### src/rtl/operand_fetch.sv
// Operand fetch stage between decode and execute: reads two sources with
// writeback bypass, stalls on RAW/WAW via a pending-write scoreboard.
module operand_fetch #(
  parameter int DATA_WIDTH    = 32,
  parameter int PAYLOAD_WIDTH = 32
) (
  input  logic                     clock,
  input  logic                     reset,
  // decode side
  input  logic                     id_of_valid,
  input  logic [4:0]               id_of_rs,
  input  logic [4:0]               id_of_rt,
  input  logic                     id_of_uses_rs,
  input  logic                     id_of_uses_rt,
  input  logic [4:0]               id_of_rd,
  input  logic                     id_of_writereg,
  input  logic [PAYLOAD_WIDTH-1:0] id_of_payload,
  output logic                     of_id_stall,
  // register file read ports
  output logic [4:0]               of_reg_addra,
  output logic [4:0]               of_reg_addrb,
  input  logic [DATA_WIDTH-1:0]    reg_of_dataa,
  input  logic [DATA_WIDTH-1:0]    reg_of_datab,
  // writeback port
  input  logic                     wb_reg_en,
  input  logic [4:0]               wb_reg_addr,
  input  logic [DATA_WIDTH-1:0]    wb_reg_data,
  // execute side
  output logic                     of_ex_valid,
  output logic [DATA_WIDTH-1:0]    of_ex_rsval,
  output logic [DATA_WIDTH-1:0]    of_ex_rtval,
  output logic [4:0]               of_ex_regdest,
  output logic                     of_ex_writereg,
  output logic [PAYLOAD_WIDTH-1:0] of_ex_payload,
  input  logic                     ex_of_stall,
  // scoreboard observation
  output logic [31:0]              dbg_pending
);

  // Handshakes: decode transfers when id_of_valid && !of_id_stall; execute
  // consumes the bundle when of_ex_valid && !ex_of_stall. A stalled producer
  // holds its inputs stable, and ex_of_stall means nothing while !of_ex_valid.

  logic [31:0]           pending;
  logic [31:0]           set_mask;
  logic [31:0]           clr_mask;
  logic [31:0]           pending_next;
  logic                  rs_ready;
  logic                  rt_ready;
  logic                  rd_ready;
  logic                  hazard;
  logic                  hold;
  logic                  issue;
  logic [DATA_WIDTH-1:0] rs_val;
  logic [DATA_WIDTH-1:0] rt_val;
  logic                  wb_hit_rs;
  logic                  wb_hit_rt;
  logic                  wb_hit_rd;

  assign of_reg_addra = id_of_rs;
  assign of_reg_addrb = id_of_rt;
  assign dbg_pending  = pending;

  assign wb_hit_rs = wb_reg_en && (wb_reg_addr == id_of_rs);
  assign wb_hit_rt = wb_reg_en && (wb_reg_addr == id_of_rt);
  assign wb_hit_rd = wb_reg_en && (wb_reg_addr == id_of_rd);

  // A writeback landing this cycle satisfies a waiting source via the bypass.
  assign rs_ready = (id_of_rs == 5'd0) || !id_of_uses_rs || !pending[id_of_rs] || wb_hit_rs;
  assign rt_ready = (id_of_rt == 5'd0) || !id_of_uses_rt || !pending[id_of_rt] || wb_hit_rt;
  assign rd_ready = !id_of_writereg || (id_of_rd == 5'd0) || !pending[id_of_rd] || wb_hit_rd;

  assign hazard      = id_of_valid && !(rs_ready && rt_ready && rd_ready);
  assign hold        = of_ex_valid && ex_of_stall;
  assign of_id_stall = hazard || hold;
  assign issue       = id_of_valid && !of_id_stall;

  always_comb begin
    rs_val = reg_of_dataa;
    if (id_of_rs == 5'd0) rs_val = '0;
    else if (wb_hit_rs)   rs_val = wb_reg_data;
  end

  always_comb begin
    rt_val = reg_of_datab;
    if (id_of_rt == 5'd0) rt_val = '0;
    else if (wb_hit_rt)   rt_val = wb_reg_data;
  end

  // Set is applied after clear so a same-register set/clear leaves it pending.
  always_comb begin
    set_mask = '0;
    clr_mask = '0;
    if (issue && id_of_writereg && (id_of_rd != 5'd0)) set_mask[id_of_rd] = 1'b1;
    if (wb_reg_en && (wb_reg_addr != 5'd0))            clr_mask[wb_reg_addr] = 1'b1;
    pending_next    = (pending & ~clr_mask) | set_mask;
    pending_next[0] = 1'b0;
  end

  always_ff @(posedge clock) begin
    if (reset) begin
      pending        <= '0;
      of_ex_valid    <= 1'b0;
      of_ex_rsval    <= '0;
      of_ex_rtval    <= '0;
      of_ex_regdest  <= '0;
      of_ex_writereg <= 1'b0;
      of_ex_payload  <= '0;
    end else begin
      pending <= pending_next;
      if (issue) begin
        of_ex_valid    <= 1'b1;
        of_ex_rsval    <= rs_val;
        of_ex_rtval    <= rt_val;
        of_ex_regdest  <= id_of_rd;
        of_ex_writereg <= id_of_writereg;
        of_ex_payload  <= id_of_payload;
      end else if (!hold) begin
        of_ex_valid <= 1'b0;
      end
    end
  end

endmodule

### config.mk
export PLATFORM = sky130hd
export DESIGN_NAME = operand_fetch
export DESIGN_NICKNAME = d
export VERILOG_FILES = /design/src/rtl/operand_fetch.sv
export SDC_FILE = /design/constraint.sdc
export NUM_CORES = 1
export LEC_CHECK = 0
export ABC_AREA = 1
export BUFFER_PORTS_ARGS = -buffer_cell sky130_fd_sc_hd__buf_2
export CORE_MARGIN = 2
export CORE_UTILIZATION = 53
export CTS_CLUSTER_SIZE = 24
export DETAILED_ROUTE_END_ITERATION = 8
export PLACE_DENSITY = 0.92
export SYNTH_ARGS = -nofsm -noshare
export SYNTH_HDL_FRONTEND = slang
export SYNTH_SLANG_ARGS = --single-unit
### constraint.sdc
create_clock -name clock -period 4.6 [get_ports clock]
set_input_delay 0.69 -clock clock [delete_from_list [all_inputs] [get_ports clock]]
set_output_delay 0.69 -clock clock [all_outputs]
set_load 0.1 [all_outputs]
==> impl_metrics.py <==
metrics = {
    "synth": {
        "ys_warn_count": 0,
        "synth_edf_count": 0,
        "synthFlopType": "dfxtp_1",
        "syn_nets": 1342,
        "synthTopCellsByArea": "dfxtp_1 (36%), nand2_1 (21%), a21oi_1 (12%)",
        "syn_area_per_cell_um2": 6.22,
        "syn_inst": 1186,
        "synthArstFlopShare_pct": 0,
        "syn_area_mm2": 0.00738,
        "yosysMostFrequentCell": "nand2_1",
        "synth_top_area_cell": "dfxtp_1",
        "synth.top_cell.area_share_pct": 36.3,
        "ys_types": 27,
        "ys_seq_elements": 134,
        "synth_common_cells": "nand2_1 (418), a21oi_1 (175), dfxtp_1 (134)",
        "seq_area_frac_synth_pct": 36.3,
    },
    "floorplan": {
        "start_util_pct": 53.8,
        "die_h_um": 122,
        "core_area_mm2": 0.0137,
        "fp-row-count": 43,
        "num_io_pins": 302,
        "die_area_mm2": 0.0149,
        "fp.dieW_um": 122,
    },
    "route": {
        "drtAntennaViolNets": 0,
        "met3WireLength_um": 3140,
        "met1Wirelength_um": 11100,
        "drt-pass1-iter-count": 5,
        "drt-total-wl_um": 28400,
        "via_count": 9134,
        "avgRoutedWirePerCell_um": 17.4,
        "drt_iter0_drc": 1239,
        "drcViolationCount": 0,
        "avgViaCountPerCell": 5.60,
        "wl_met2_um": 12700,
        "highest_layer": "met4",
    },
    "global_routing": {
        "grt_first_pass_wirelength_um": 43100,
        "grt_pass1_vias": 8145,
        "grt_max_degree": 68,
        "grt.overflow.total": 0,
        "grt_antenna_before_repair": 3,
        "gr-usage-all-layers_pct": 37.3,
    },
    "timing": {
        "rsz0062_at_grt": "no",
        "finalHoldViolCount": 0,
        "fin_crit_sh_pct": 80.9,
        "max_freq_mhz": 269,
        "relSlewSlack_pct": 19.1,
        "fin_worst_skew_ns": 0.0106,
        "fin_crit_ns": 3.72,
        "tightest_slew_ns": 1.21,
        "slew_violations": 0,
        "tns_ns": 0,
        "setup_viol": 0,
    },
    "clock_network": {
        "cts.sinks": 134,
        "cts_root_buf": "clkbuf_16",
        "cts_setup_buffers": 0,
        "cts_tree": "yes",
        "htreeDepth": 4,
        "hold_buffers": 0,
        "clock_path_buffers": 2,
        "clkLatencyLatePin_ns": 0.42,
        "path_clk_slew_ns": 0.06,
        "numCtsBuffers": 17,
        "cts-resized-gates": 0,
    },
    "pwr": {
        "p_clk_share_pct": 34.7,
        "seqPwrFrac_pct": 34.4,
        "vdd_drop_max_mv": 0.282,
        "power_leakage_nw": 4.56,
        "intPower_w": 0.00218,
        "p_switching_w": 0.00153,
        "swShare_pct": 41.2,
        "power.total_w": 0.00371,
        "combPwrFrac_pct": 30.8,
        "cellPowerDensity_mw_per_mm2": 396,
    },
    "placed_design": {
        "placed_cell_area_mm2": 0.00881,
        "dp_hpwl_um": 20600,
        "place_congestion": 1.05,
        "port_buffers": 300,
    },
    "finish": {
        "area_growth_pct": 26.9,
        "fin_util_pct": 68.3,
        "drive_above_1_share_pct": 24.7,
        "finish.net_count": 1590,
        "seq_area_mm2": 0.00268,
        "postLayoutCellArea_mm2": 0.00937,
        "multi_input_area_mm2": 0.00387,
        "final.fill_count": 1239,
    },
    "hold_path": {
        "holdPathStages": 2,
        "hold_path_class": "flip-flop to flip-flop",
    },
    "run": {
        "drv_cap": 0,
    },
    "critical_path": {
        "worstSetupPathType": "input port to output port",
        "r2r_cells": 15,
        "cp-end-kind": "output port",
        "crit_arrival_ns": 3.03,
        "crit_fanout": 21,
        "crit_required_ns": 3.91,
        "cp-start-kind": "input port",
    },
    "run_status": {
        "status": "completed",
    },
}
[sequential cells by signal, indices dropped and copies added, names as in the netlist]
| register | cells |
|---|---|
| dbg_pending | 31 |
| of_ex_rtval | 32 |
| of_ex_payload | 32 |
| of_ex_valid | 1 |
| of_ex_regdest | 5 |
| of_ex_writereg | 1 |
| of_ex_rsval | 32 |
[cell families (layout without fill, tap and decap cells)]
group | Yosys count | count (layout) | synth area share, %
AND/OR/NAND/NOR | 570 | 570 | 30.9
XOR/XNOR | 1 | 1 | 0.119
buffers and inverters | 191 | 452 | 11.4
flip-flops | 134 | 134 | 36.3
other | 1 | 6 | 0.0508
AO/OA/AOI/OAI | 289 | 289 | 21.2
[final timing paths]
kind	start	end	slack, ns
worst max-delay path	id_of_rs[0]	of_id_stall	0.88
worst min-delay path	of_ex_rsval[7]	of_ex_rsval[7]	0.44
worst max register to register	dbg_pending[6]	of_ex_rsval[0]	1.97
worst min register to register	of_ex_rsval[7]	of_ex_rsval[7]	0.44
[placed cells by master (no fill, tap or decap), types with 2 or more instances in the layout]
| cell | instances |
|---|---|
| o21ai_0 | 61 |
| nor3_1 | 10 |
| a21boi_0 | 2 |
| buf_12 | 2 |
| clkinv_4 | 2 |
| nor2_1 | 56 |
| a21oi_1 | 175 |
| nand2_1 | 418 |
| o211ai_1 | 23 |
| clkbuf_8 | 2 |
| clkinvlp_4 | 5 |
| o21a_1 | 18 |
| o22ai_1 | 6 |
| buf_4 | 12 |
| inv_2 | 7 |
| nand3_1 | 79 |
| inv_6 | 4 |
| diode_2 | 5 |
| buf_2 | 299 |
| o21ai_1 | 4 |
| nand3_2 | 2 |
| dfxtp_1 | 134 |
| inv_1 | 99 |
| clkbuf_16 | 17 |
[critical path, stage by stage]
cell and delay, ns:
buf_2 0.33, clkinv_1 0.34, nor2_1 0.29, nand2_1 0.08, nand2_1 0.08, nand2_1 0.05
nand2_1 0.06, nor2_1 0.04, nand2_1 0.06, nand3_1 0.10, nand3_1 0.16, inv_1 0.10
o21ai_0 0.18, buf_2 0.47
[power by group through the flow]
stage / clock (W) / combinational [W] / sequential, W
finish: 0.00129 / 0.00114 / 0.00128
global route: 0.00133 / 0.00120 / 0.00128
CTS: 0.00129 / 0.00113 / 0.00128
detailed placement: 0 / 0.00113 / 0.00130
global placement: 0 / 0.00112 / 0.00130
floorplan: 0 / 0.000360 / 0.00183
[through the flow]
step / cells / hold WS, ns / worst slack, ns
2_1_floorplan: 1186 / 0.833 / 0.00680
4_1_cts: 1627 / 0.442 / 0.915
5_1_grt: 1630 / 0.459 / 0.708
6_report: 1632 / 0.443 / 0.876
3_5_place_dp: 1595 / 0.432 / 0.946
3_3_place_gp: 1595 / 0.424 / 1.02
[cell type report]
class | instances | area share (%)
diodes | 5 | 0.134
clock buffers | 20 | 4.87
clock inverters | 12 | 1.01
inverters | 107 | 4.29
multi-input cells | 861 | 41.3
flip-flops and latches | 134 | 28.6
well taps | 180 | 2.40
repair buffers | 313 | 17.4
[routing by layer]
layer | vias up | track usage (%)
li1 | 4328 | -
met1 | 4072 | 46.8
met2 | 613 | 58.7
met3 | 121 | 10.4
met4 | 0 | 18.7
met5 | - | 0
(Power assumes the default switching activity.)
